==> src/rtl/writemem_arb.sv <==
// Round-robin arbiter packing up to two single-word writes per cycle onto the
// dual-port writemem slots, with a flush/drain handshake. Optional write-cycle
// counter is built only when WRITEMEM_ARB_COUNT_EN is defined.
module writemem_arb #(
    parameter int DWIDTH = 32,
    parameter int NREQ   = 4
) (
    input  logic                   clk,
    input  logic                   rst,
    input  logic [NREQ-1:0]        req,
    input  logic [NREQ*DWIDTH-1:0] req_addr,
    input  logic [NREQ*DWIDTH-1:0] req_data,
    output logic [NREQ-1:0]        gnt,
    input  logic                   flush,
    output logic                   flush_done,
    output logic                   enable,
    output logic [DWIDTH-1:0]      addr1,
    output logic [DWIDTH-1:0]      data1,
    output logic [DWIDTH-1:0]      addr2,
    output logic [DWIDTH-1:0]      data2,
    output logic [31:0]            wr_count
);
    localparam int PW = $clog2(NREQ);
    typedef logic [PW-1:0] ptr_t;
    typedef enum logic [1:0] {RUN, DRAIN, DONE} state_t;

    state_t state_q, state_d;
    ptr_t   ptr_q, ptr_d;
    logic   enable_q, enable_d;
    logic [DWIDTH-1:0] addr1_q, addr1_d, data1_q, data1_d;
    logic [DWIDTH-1:0] addr2_q, addr2_d, data2_q, data2_d;

    logic [NREQ-1:0][DWIDTH-1:0] addr_v, data_v;
    assign addr_v = req_addr;
    assign data_v = req_data;

    function automatic ptr_t wrap_inc(ptr_t p, int k);
        int s;
        s = int'(p) + k;
        if (s >= NREQ) s = s - NREQ;
        return ptr_t'(s);
    endfunction

    logic win1, win2, arb_en;
    ptr_t sel1, sel2;

    // Slot 1: first request from ptr; slot 2: next request cyclically after slot 1.
    always_comb begin
        win1 = 1'b0;
        win2 = 1'b0;
        sel1 = '0;
        sel2 = '0;
        for (int k = 0; k < NREQ; k++) begin
            if (!win1 && req[wrap_inc(ptr_q, k)]) begin
                win1 = 1'b1;
                sel1 = wrap_inc(ptr_q, k);
            end
        end
        for (int k = 1; k < NREQ; k++) begin
            if (win1 && !win2 && req[wrap_inc(sel1, k)]) begin
                win2 = 1'b1;
                sel2 = wrap_inc(sel1, k);
            end
        end
    end

    assign arb_en = (state_q == RUN) && !flush && !rst;

    always_comb begin
        gnt = '0;
        if (arb_en && win1) gnt[sel1] = 1'b1;
        if (arb_en && win2) gnt[sel2] = 1'b1;
    end

    always_comb begin
        enable_d = 1'b0;
        ptr_d    = ptr_q;
        addr1_d  = addr1_q;
        data1_d  = data1_q;
        addr2_d  = addr2_q;
        data2_d  = data2_q;
        if (arb_en && win1) begin
            enable_d = 1'b1;
            addr1_d  = addr_v[sel1];
            data1_d  = data_v[sel1];
            if (win2) begin
                addr2_d = addr_v[sel2];
                data2_d = data_v[sel2];
                ptr_d   = wrap_inc(sel2, 1);
            end else begin
                // Lone winner is duplicated into slot 2; the repeat write is harmless.
                addr2_d = addr_v[sel1];
                data2_d = data_v[sel1];
                ptr_d   = wrap_inc(sel1, 1);
            end
        end
    end

    always_comb begin
        state_d = state_q;
        case (state_q)
            RUN:     if (flush) state_d = DRAIN;
            DRAIN:   state_d = DONE;
            DONE:    if (!flush) state_d = RUN;
            default: state_d = RUN;
        endcase
    end

    always_ff @(posedge clk or posedge rst) begin
        if (rst) begin
            state_q  <= RUN;
            ptr_q    <= '0;
            enable_q <= 1'b0;
            addr1_q  <= '0;
            data1_q  <= '0;
            addr2_q  <= '0;
            data2_q  <= '0;
        end else begin
            state_q  <= state_d;
            ptr_q    <= ptr_d;
            enable_q <= enable_d;
            addr1_q  <= addr1_d;
            data1_q  <= data1_d;
            addr2_q  <= addr2_d;
            data2_q  <= data2_d;
        end
    end

    assign flush_done = (state_q == DONE) && flush;
    assign enable     = enable_q;
    assign addr1      = addr1_q;
    assign data1      = data1_q;
    assign addr2      = addr2_q;
    assign data2      = data2_q;

`ifdef WRITEMEM_ARB_COUNT_EN
    logic [31:0] cnt_q;
    always_ff @(posedge clk or posedge rst) begin
        if (rst)           cnt_q <= '0;
        else if (enable_d) cnt_q <= cnt_q + 32'd1;
    end
    assign wr_count = cnt_q;
`else
    assign wr_count = '0;
`endif
endmodule
==> config.mk <==
export PLATFORM = sky130hd
export DESIGN_NAME = writemem_arb
export DESIGN_NICKNAME = d
export VERILOG_FILES = /design/src/rtl/writemem_arb.sv
export SDC_FILE = /design/constraint.sdc
export NUM_CORES = 1
export LEC_CHECK = 0
export ABC_CLOCK_PERIOD_IN_PS = 3900
export CAP_MARGIN = 20
export CORE_AREA = 2 2 165 167
export CTS_CLUSTER_SIZE = 20
export DETAILED_ROUTE_END_ITERATION = 8
export DIE_AREA = 0 0 167 169
export DONT_BUFFER_PORTS = 1
export PLACE_DENSITY = 0.58
export RECOVER_POWER = 25
export SYNTH_ARGS = -nofsm -noshare
export SYNTH_HDL_FRONTEND = slang
export SYNTH_SLANG_ARGS = --single-unit
==> constraint.sdc <==
create_clock -name clk -period 3.9 [get_ports clk]
set_input_delay 0.195 -clock clk [delete_from_list [all_inputs] [get_ports clk]]
set_output_delay 0.195 -clock clk [all_outputs]
set_load 0.01 [all_outputs]
==> impl_metrics.tcl, run 1 <==
set metrics [dict create \
    power.net_switching_mw 4.691 \
    placement.io_buffers 0 \
    layout-area-overhead-vs-synth_pct 7.905 \
    finalWorstPathRequiredPeriod_ns 3.689 \
    status "complete, no violations" \
    finalHoldViolations 0 \
    drcViolationCount 0 \
    crit_path_cell_trace "nor2b_1, a21oi_1, o22ai_2, nor2_4, buf_4, inv_2, a311o_2, buf_12, nor3_1, o21a_1" \
    postSynthRegisterBits 133 \
    detail_route.first_pass.iterations 5 \
    dp_hpwl_um 23690 \
    endpoint_kind "output port" \
    dieWidth_um 167 \
    worstSkewPairLatency_ns 0.42 \
    rows 60 \
    antennaDiodeCount 0 \
    longest_individual_stage_delay_on_the_worst_path_ns 0.71 \
    final_max_slew_viol_count 0 \
    postSynthCellCount 1256 \
    synth_edf_count 0 \
    layout-drive-gt1-share 0.1218 \
    worst_setup_hold_path_clk_slew_ns 0.08 \
    syn_avg_cell_area_um2 8.065 \
    seqPwrFrac 0.288 \
    layout_commonest_cell "sky130_fd_sc_hd__nand2_1" \
    tightestPinTransition_ns 1.028 \
    cts_buffers 17 \
    worst_path_required_ns 3.70 \
    timing.hold.ws_ns 0.03615 \
    setup_total_negative_slack_ns 0 \
    setup_repair_after_global_routing_missed_its_margin "no" \
    layout_worst_path_cycle_share 0.9458 \
    power_frac_clock 0.163 \
    finClkSkew_ns 0.02184 \
    synth_warnings 0 \
    setup_viol 0 \
    routed_wire_length_per_instance_um 22.72 \
    root_buffer_selected_by_cts "sky130_fd_sc_hd__clkbuf_16" \
    grt_use_total 0.2420 \
    max-clock-path-buffers 2 \
    share_of_total_power_consumed_by_net_switching 0.4565 \
    tritoncts "built" \
    internal_portion_of_total_power_mw 5.584 \
    grt_pass1_wl_um 53650 \
    finalWeightedCongestion 0.8807 \
    worst_slack_ns 0.2114 \
    grt_overflow_total 0 \
    synthesis.area_um2 10130 \
    routed-via-count 9251 \
    pin_count_of_the_biggest_net_entering_global_routing 88 \
    post-place-ws_ns 0.1746 \
    max-cap-violations 0 \
    seq_area_frac_synth 0.3286 \
    dieArea_um2 28220 \
    clock_net_sink_count 133 \
    synthDistinctLibCells 52 \
    ios 429 \
    grt_antenna_before_repair 0 \
    initial_core_utilization 0.3822 \
    slowest_cell_on_the_critical_path "sky130_fd_sc_hd__buf_4" \
    power_leakage_nw 4.993 \
    setup.worst_path.class "reg -> out" \
    placeableCoreArea_um2 26500 \
    htree_levels 4 \
    detail_route.iter0.violations 914 \
    critPathMaxFanout 65 \
    drt_wl_total_um 35350 \
    final_nets 1470 \
    async_flop_share 1.000 \
    crit_arrival_ns 3.49 \
    chipHeight_um 169 \
    grt_pass1_vias 8998 \
    final_cell_mix "454 x sky130_fd_sc_hd__nand2_1, 134 x sky130_fd_sc_hd__nor2_1, 132 x sky130_fd_sc_hd__dfrtp_1" \
    classification_of_the_worst_slack_hold_path "in -> reg" \
    avgViaCountPerCell 5.945 \
    post_detailed_route_count_of_antenna_violating_nets 0 \
    synth_flop_cell "sky130_fd_sc_hd__dfrtp_1" \
    crit_path_start_kind "flop" \
    timing.max_slew.rel_slack 0.3141 \
    postLayoutCoreUtil 0.4125 \
    finalPower_mw 10.27 \
    ir_worst_vdd_v 0.0006320 \
    timing.fmax_ghz 0.2711 \
    power_density_nw_per_um2 940.0 \
    power_frac_comb 0.549 \
]
-- critical path: cells and delay by family (launching register included) --
| kind | cells | cell delay (ns) |
|---|---|---|
| buffers and inverters | 3 | 1.13 |
| AOI/OAI and AO/OA | 4 | 0.98 |
| DFF | 1 | 0.53 |
| and+or+nand+nor | 3 | 0.45 |
-- metrics by stage --
stage	area (um^2)	std cells
final	10930	1556
after global routing	10930	1556
after CTS	10820	1546
after detailed placement	10210	1513
after global placement	10210	1513
after floorplan	10250	1287
-- final cells by class --
| class | count | area, um^2 |
|---|---|---|
| Clock buffer | 18 | 439.2 |
| Clock inverter | 13 | 147.6 |
| Fill cell | 2667 | 15570 |
| Inverter | 7 | 36.28 |
| Multi-Input combinational cell | 1011 | 6206 |
| Sequential cell | 133 | 3329 |
| Tap cell | 341 | 426.7 |
| Timing Repair Buffer | 33 | 345.3 |
-- metal layers --
| metal | vias to the layer above | GRT usage | part of all wire |
|---|---|---|---|
| met5 | - | 0 | 0 |
| met4 | 0 | 0.08171 | 0.029 |
| met3 | 61 | 0.07996 | 0.11 |
| met2 | 527 | 0.4138 | 0.49 |
| met1 | 4485 | 0.2866 | 0.37 |
| li1 | 4178 | - | - |
-- cells in the mapped netlist (3+ instances only) --
library cell	instances	area share
sky130_fd_sc_hd__buf_4	33	0.024
sky130_fd_sc_hd__ha_1	4	0.0049
sky130_fd_sc_hd__clkbuf_1	60	0.022
sky130_fd_sc_hd__dfrtp_1	133	0.33
sky130_fd_sc_hd__o21ai_1	3	0.0015
sky130_fd_sc_hd__nand2_1	455	0.17
sky130_fd_sc_hd__and3_1	64	0.040
sky130_fd_sc_hd__a21oi_1	6	0.0030
sky130_fd_sc_hd__mux4_2	64	0.14
sky130_fd_sc_hd__a31oi_1	65	0.040
sky130_fd_sc_hd__nor2_1	138	0.051
sky130_fd_sc_hd__a21o_1	65	0.048
sky130_fd_sc_hd__a22o_1	65	0.056
sky130_fd_sc_hd__inv_1	5	0.0019
sky130_fd_sc_hd__nor2b_1	3	0.0019
sky130_fd_sc_hd__o21a_1	3	0.0022
sky130_fd_sc_hd__buf_1	15	0.0056
sky130_fd_sc_hd__nand2b_1	3	0.0019
sky130_fd_sc_hd__buf_2	17	0.0084
sky130_fd_sc_hd__buf_6	12	0.013
sky130_fd_sc_hd__o21ai_0	3	0.0015
sky130_fd_sc_hd__nor3_1	3	0.0015
-- what timing repair did --
item	in CTS	in global routing
setup endpoints to repair	4	39
cloned	0	2
endpoints found under the hold margin	87	0
hold buffers	2	0
gates resized for setup	1	5
buffers inserted	0	8
pin swaps	0	3
-- final timing paths --
kind | startpoint | to | slack [ns] | cells after the start
min in group asynchronous | rst | addr2[26]$_DFFE_PP0P_ | 0.44 | 2
hold / removal | req_addr[58] | addr1[26]$_DFFE_PP0P_ | 0.04 | 4
max in group asynchronous | rst | data1[19]$_DFFE_PP0P_ | 2.51 | 3
setup reg to reg | ptr_q[1]$_DFFE_PP0P_ | addr2[20]$_DFFE_PP0P_ | 0.35 | 12
setup / recovery | ptr_q[1]$_DFFE_PP0P_ | gnt[0] | 0.21 | 10
hold reg to reg | state_q[1]$_DFFE_PP0P_ | state_q[0]$_DFFE_PP0P_ | 0.49 | 1
-- power by group through the flow --
stage | registers, mW | clock network, mW | logic, mW
after floorplan | 2.68 | 0 | 4.55
after global placement | 2.97 | 0 | 5.38
after detailed placement | 2.98 | 0 | 5.46
after CTS | 2.96 | 1.72 | 5.49
after global routing | 3.04 | 1.77 | 6.23
final | 2.96 | 1.67 | 5.64
-- cells by family after synthesis --
kind of cell,after synthesis,synth area share
AOI/OAI and AO/OA,229,0.1703
other,1,0.0003702
muxes,65,0.1433
DFF,133,0.3286
and+or+nand+nor,679,0.2751
xor gates and xnor gates,1,0.0008648
adders and majority gates,4,0.004941
buffers and inverters,144,0.07658
-- registers in the layout, indices dropped and copies added, names as in the netlist --
register	cells
data2	32
data1	32
addr2	32
addr1	32
ptr_q	2
state_q	2
enable	1
(Power assumes the default switching activity.)
==> inputs of run 2 (changes only) <==
- CORE_AREA: 2 2 165 167 -> not set
- CORE_MARGIN: not set -> 1
- CORE_UTILIZATION: not set -> 25
- DIE_AREA: 0 0 167 169 -> not set
- PLACE_DENSITY: 0.58 -> 0.44
==> run 2 against run 1 <==
Compared with the run above: first-iteration DRC count shrank 27%; power rose by 4.8%; largest power group unchanged; worst hold slack worse by 0.016 ns; the run now ends with capacitance limit, slew limit left; clock skew decreased by 0.013 ns; final area rose by 9.5%.
==> impl_metrics.tcl, run 2 (synthesis results as in run 1) <==
set metrics [dict create \
    status "finished with violations" \
    violations "capacitance limit, slew limit" \
    setup_viol 0 \
    crit_path_start_kind "flop" \
    final_max_slew_viol_count 86 \
    grt_use_total 0.1897 \
    timing.fmax_ghz 0.2760 \
    grt_overflow_total 0 \
    setup_total_negative_slack_ns 0 \
    detail_route.iter0.violations 671 \
    slowest_cell_on_the_critical_path "sky130_fd_sc_hd__dfrtp_1" \
    htree_levels 4 \
    detail_route.first_pass.iterations 7 \
    filler_cell_count 4196 \
    routed_wire_length_per_instance_um 21.84 \
    layout-drive-gt1-share 0.1109 \
    worstSkewPairLatency_ns 0.46 \
    endpoint_kind "output port" \
    power_density_nw_per_um2 899.8 \
    power_frac_comb 0.570 \
    avgViaCountPerCell 5.271 \
    timing.critical_path.max_delay_family "compound AO/OA/AOI/OAI gates" \
    dieWidth_um 203.3 \
    placeableCoreArea_um2 39820 \
    pin_count_of_the_biggest_net_entering_global_routing 86 \
    internal_portion_of_total_power_mw 5.946 \
    finalHoldViolations 0 \
    worst_path_required_ns 3.70 \
    tightestPinTransition_ns 2.063 \
    finalWorstPathRequiredPeriod_ns 3.624 \
    dp_hpwl_um 25830 \
    placement.io_buffers 0 \
    drcViolationCount 0 \
    final_cell_mix "454 x sky130_fd_sc_hd__nand2_1, 134 x sky130_fd_sc_hd__nor2_1, 133 x sky130_fd_sc_hd__dfrtp_1, 79 x sky130_fd_sc_hd__dlygate4sd3_1" \
    root_buffer_selected_by_cts "sky130_fd_sc_hd__clkbuf_16" \
    tritoncts "built" \
    power_leakage_nw 5.330 \
    dieArea_um2 41330 \
    setup_repair_after_global_routing_missed_its_margin "no" \
    grt_antenna_before_repair 0 \
    layout-area-overhead-vs-synth_pct 18.13 \
    initial_core_utilization 0.2544 \
    worst_setup_hold_path_clk_slew_ns 0.06 \
    crit_path_cell_trace "buf_4, a21o_1, a21oi_1, o22a_4, inv_4, ha_1, or2_1, a2111oi_1, a311o_2, buf_12, nor3_1, o21a_1" \
    routed-via-count 9566 \
    dpl_cell_area_um2 10520 \
    layout_commonest_cell "sky130_fd_sc_hd__nand2_1" \
    clock_net_sink_count 133 \
    layout_worst_path_cycle_share 0.9292 \
    power_frac_clock 0.154 \
    multi_input_comb_area_um2 6195 \
    critPathMaxFanout 35 \
    max-cap-violations 1 \
    post_detailed_route_count_of_antenna_violating_nets 0 \
    longest_individual_stage_delay_on_the_worst_path_ns 0.45 \
    buffers_inverters_on_critical_path 3 \
    finalWeightedCongestion 0.8036 \
    seq_area_um2 3328 \
    ios 429 \
    power.net_switching_mw 4.821 \
    ir_worst_vdd_v 0.0006356 \
    final_nets 1545 \
    postLayoutCellArea_um2 11970 \
    drt_wl_total_um 39640 \
    finClkSkew_ns 0.008836 \
    crit_arrival_ns 3.43 \
    rows 73 \
    classification_of_the_worst_slack_hold_path "in -> reg" \
    max-clock-path-buffers 2 \
    timing.max_slew.rel_slack -0.3755 \
    antennaDiodeCount 0 \
    chipHeight_um 203.3 \
    finalPower_mw 10.77 \
    seqPwrFrac 0.275 \
    cts_buffers 17 \
    setup.worst_path.class "reg -> out" \
    grt_pass1_vias 9574 \
    grt_pass1_wl_um 59470 \
    share_of_total_power_consumed_by_net_switching 0.4478 \
]
[run 2: cell types whose count changed in the layout (fill, tap and decap cells not counted), moves of 3 or more]
cell / change
sky130_fd_sc_hd__dlygate4sd3_1: +77
sky130_fd_sc_hd__inv_6: -5
sky130_fd_sc_hd__buf_12: +4
sky130_fd_sc_hd__buf_6: +3
sky130_fd_sc_hd__clkbuf_8: +5
sky130_fd_sc_hd__buf_4: -8
[run 2: metal layers]
layer / GRT usage / up-vias / wire length [um]
met4: 0.06122 / 0 / 763
li1: - / 4336 / -
met2: 0.3137 / 450 / 19150
met5: 0 / - / 0
met1: 0.2251 / 4733 / 15500
met3: 0.07255 / 47 / 4222
[run 2: power by group through the flow]
stage                     clock network, mW  registers (mW)  logic (mW)
after floorplan                           0            2.68        4.55
after detailed placement                  0            2.99        5.70
final                                  1.66            2.96        6.14
after global placement                    0            3.00        5.62
after global routing                   1.77            3.06        6.79
after CTS                              1.72            2.98        6.06
[run 2: layout make-up]
cell class | count | share of cell area
inverters | 7 | 0.002928
clock buffers | 24 | 0.04276
repair buffers | 109 | 0.09776
clock inverters | 7 | 0.005855
flip-flops and latches | 133 | 0.2781
well taps | 525 | 0.05489
multi-input cells | 1010 | 0.5177
[run 2: metrics by stage]
stage	cells	setup WS, ns	hold WS [ns]	utilization
floorplan	1287	0.1506	0.3561	-
global route	1815	0.02745	0.02387	0.3005
detailed placement	1700	0.4343	0.3111	0.2641
CTS	1810	0.04883	0.0001485	0.2985
global placement	1700	0.4944	0.3156	0.2641
finish	1815	0.2763	0.02034	0.3005
[run 2: path summary, 6_finish.rpt]
check	startpoint	to	slack (ns)	cells past startpoint
min in group asynchronous	rst	state_q[0]$_DFFE_PP0P_	0.85	2
setup reg to reg	ptr_q[1]$_DFFE_PP0P_	addr1[13]$_DFFE_PP0P_	0.44	13
max in group asynchronous	rst	addr1[11]$_DFFE_PP0P_	1.79	3
setup / recovery	ptr_q[1]$_DFFE_PP0P_	gnt[2]	0.28	12
hold reg to reg	state_q[1]$_DFFE_PP0P_	state_q[0]$_DFFE_PP0P_	0.50	1
hold / removal	req_addr[111]	addr1[15]$_DFFE_PP0P_	0.02	4
[run 2: worst register-to-register path: stages, from the launching register on]
cell and delay, ns:
sky130_fd_sc_hd__dfrtp_1 0.45, sky130_fd_sc_hd__buf_4 0.21, sky130_fd_sc_hd__a21o_1 0.12, sky130_fd_sc_hd__a21oi_1 0.07, sky130_fd_sc_hd__o22a_4 0.28, sky130_fd_sc_hd__inv_4 0.06, sky130_fd_sc_hd__buf_6 0.38, sky130_fd_sc_hd__buf_6 0.57
sky130_fd_sc_hd__nand2_1 0.16, sky130_fd_sc_hd__and3_1 0.18, sky130_fd_sc_hd__a31oi_1 0.20, sky130_fd_sc_hd__dlygate4sd3_1 0.59, sky130_fd_sc_hd__nand2_1 0.05, sky130_fd_sc_hd__nand2_1 0.07
[run 2: what timing repair did]
| action | 4_1_cts | 5_1_grt |
|---|---|---|
| hold buffers | 79 | 0 |
| endpoints found under the setup margin | 0 | 24 |
| setup buffers | 0 | 4 |
| gates resized for setup | 0 | 7 |
| hold endpoints to repair | 126 | 0 |
==> inputs of run 3 (changes only) <==
- ABC_AREA: not set -> 0
- ABC_CLOCK_PERIOD_IN_PS: 3900 -> 4700
- PLACE_DENSITY: 0.44 -> 0.42
- clock period: 3.9 -> 4.7 ns (I/O delays scaled with it)
==> run 3 against run 2 <==
Compared with the run above: the flow still finishes with violations (capacitance limit, slew limit); die area stayed put; final area shrank 7.6%; combinational power decreased by 26%; setup slack better by 0.18 ns; first-iteration DRC count shrank 3.3%; count of clock-buffer cells in the layout fell by 6; sequential power decreased by 16%; global-route usage down 0.30 points; critical path depth shrank 1; sequential share of layout area up 2.3 points; largest power group unchanged.
==> impl_metrics.tcl, run 3 (synthesis results as in run 1) <==
set metrics [dict create \
    routed-via-count 9251 \
    crit_path_cell_trace "nor2b_1, a21oi_1, o22ai_1, nor2_4, ha_1, or2_1, a2111oi_0, a311o_2, buf_4, nor3_1, o21a_1" \
    antennaDiodeCount 0 \
    cts-resized-gates 0 \
    finClkSkew_ns 0.01042 \
    final_max_slew_viol_count 47 \
    internal_portion_of_total_power_mw 4.604 \
    dieWidth_um 203.3 \
    ir_worst_vdd_v 0.0004451 \
    timing.fmax_ghz 0.2358 \
    grt_pass1_vias 9287 \
    share_of_total_power_consumed_by_net_switching 0.4622 \
    power_frac_comb 0.534 \
    layout-area-overhead-vs-synth_pct 9.153 \
    worstSkewPairLatency_ns 0.45 \
    power_density_nw_per_um2 774.2 \
    finalHoldViolations 0 \
    hold_depth 4 \
    crit_arrival_ns 4.01 \
    hp-start "req_data[55]" \
    cts_buffers 17 \
    seqPwrFrac 0.290 \
    detail_route.first_pass.iterations 5 \
    drt_wl_total_um 38850 \
    final_cell_mix "454 x sky130_fd_sc_hd__nand2_1, 136 x sky130_fd_sc_hd__nor2_1, 133 x sky130_fd_sc_hd__dfrtp_1" \
    crit_path_start_kind "flop" \
    critPathMaxFanout 34 \
    post_detailed_route_count_of_antenna_violating_nets 0 \
    setup_repair_after_global_routing_missed_its_margin "no" \
    dp_hpwl_um 25720 \
    worst_path_required_ns 4.47 \
    setup_viol 0 \
    avgViaCountPerCell 5.354 \
    grt_pass1_wl_um 58200 \
    rr_endpoint "data2[20]$_DFFE_PP0P_" \
    filler_cell_count 4297 \
    endpoint_kind "output port" \
    clock_net_sink_count 133 \
    power.net_switching_mw 3.957 \
    chipHeight_um 203.3 \
    finalWeightedCongestion 0.8461 \
    pin_count_of_the_biggest_net_entering_global_routing 83 \
    worst_setup_hold_path_clk_slew_ns 0.07 \
    root_buffer_selected_by_cts "sky130_fd_sc_hd__clkbuf_16" \
    grt_antenna_before_repair 0 \
    placeableCoreArea_um2 39820 \
    post-cts-setup-buffer-count 0 \
    tightestPinTransition_ns 2.380 \
    tritoncts "built" \
    dpl_cell_area_um2 10410 \
    setup.worst_path.class "reg -> out" \
    slowest_cell_on_the_critical_path "sky130_fd_sc_hd__dfrtp_1" \
    routed_wire_length_per_instance_um 22.48 \
    power_leakage_nw 4.928 \
    layout-drive-gt1-share 0.1081 \
    grt_use_total 0.1867 \
    postLayoutCellArea_um2 11060 \
    drcViolationCount 0 \
    initial_core_utilization 0.2544 \
    layout_commonest_cell "sky130_fd_sc_hd__nand2_1" \
    classification_of_the_worst_slack_hold_path "in -> reg" \
    r2r_cells 11 \
    hold-path-endpoint "data1[23]$_DFFE_PP0P_" \
    setup_total_negative_slack_ns 0 \
    ios 429 \
    finalWorstPathRequiredPeriod_ns 4.241 \
    layout_worst_path_cycle_share 0.9023 \
    final_nets 1457 \
    dieArea_um2 41330 \
    timing.reg2reg.setup_slack_ns 0.79 \
    timing.max_slew.rel_slack -0.5951 \
    power_frac_clock 0.176 \
    longest_individual_stage_delay_on_the_worst_path_ns 0.55 \
    rows 73 \
    max-clock-path-buffers 2 \
    placement.io_buffers 0 \
    status "finished with violations" \
    max-cap-violations 1 \
    detail_route.iter0.violations 649 \
    worstReg2RegStart "ptr_q[1]$_DFFE_PP0P_" \
    violations "capacitance limit, slew limit" \
    grt_overflow_total 0 \
    htree_levels 4 \
]
-- run 3: layout make-up --
type / count / area, um^2 / area share
inverter: 7 / 32.53 / 0.002942
clock inverter: 14 / 202.7 / 0.01833
multi-input combinational: 1010 / 6182 / 0.5591
tap: 525 / 656.9 / 0.05941
clock buffer: 18 / 429.2 / 0.03881
sequential: 133 / 3328 / 0.3010
timing repair buffer: 21 / 225.2 / 0.02037
-- run 3: how the worst max path moves through the flow --
stage,from,endpoint,cells past startpoint
3_5_place_dp,ptr_q[1]$_DFFE_PP0P_,data2[21]$_DFFE_PP0P_,11
5_1_grt,ptr_q[1]$_DFFE_PP0P_,gnt[1],11
2_1_floorplan,rst,addr1[0]$_DFFE_PP0P_,1
4_1_cts,ptr_q[1]$_DFFE_PP0P_,gnt[0],11
6_report,ptr_q[1]$_DFFE_PP0P_,gnt[2],11
3_3_place_gp,ptr_q[1]$_DFFE_PP0P_,data2[22]$_DFFE_PP0P_,11
-- run 3: per-stage QoR --
step,hold WS (ns),setup WS (ns),util,power (mW),instances
after global routing,0.04156,0.09109,0.2776,9.222,1728
final,0.04897,0.4590,0.2776,8.560,1728
after detailed placement,0.1740,0.8169,0.2614,7.134,1694
after global placement,0.1848,0.8317,0.2614,7.082,1694
after CTS,0.004787,0.4086,0.2777,8.698,1728
after floorplan,0.3961,0.9106,-,6.003,1287
-- run 3: metal layers --
layer / vias to the layer above / track usage / part of all wire
met5: - / 0 / 0
met3: 47 / 0.06855 / 0.097
met4: 0 / 0.07599 / 0.024
li1: 4161 / - / -
met2: 406 / 0.3133 / 0.49
met1: 4637 / 0.2138 / 0.39
-- run 3: power by group through the flow --
stage	clock network (mW)	logic (mW)	registers, mW
after CTS	1.56	4.64	2.50
after global placement	0	4.56	2.52
after global routing	1.60	5.07	2.55
after floorplan	0	3.78	2.22
after detailed placement	0	4.62	2.51
final	1.51	4.57	2.48
-- run 3: critical path, delay by kind of cell (launching register included) --
kind | cells | cell delay (ns)
compound gates | 5 | 1.34
fa+ha+maj | 1 | 0.42
buf+inv | 1 | 0.47
flops | 1 | 0.55
simple gates | 4 | 0.76
-- run 3: repair_timing --
action | 4_1_cts | 5_1_grt
hold buffers | 2 | 0
setup endpoints to repair | 0 | 0
endpoints found under the hold margin | 46 | 0
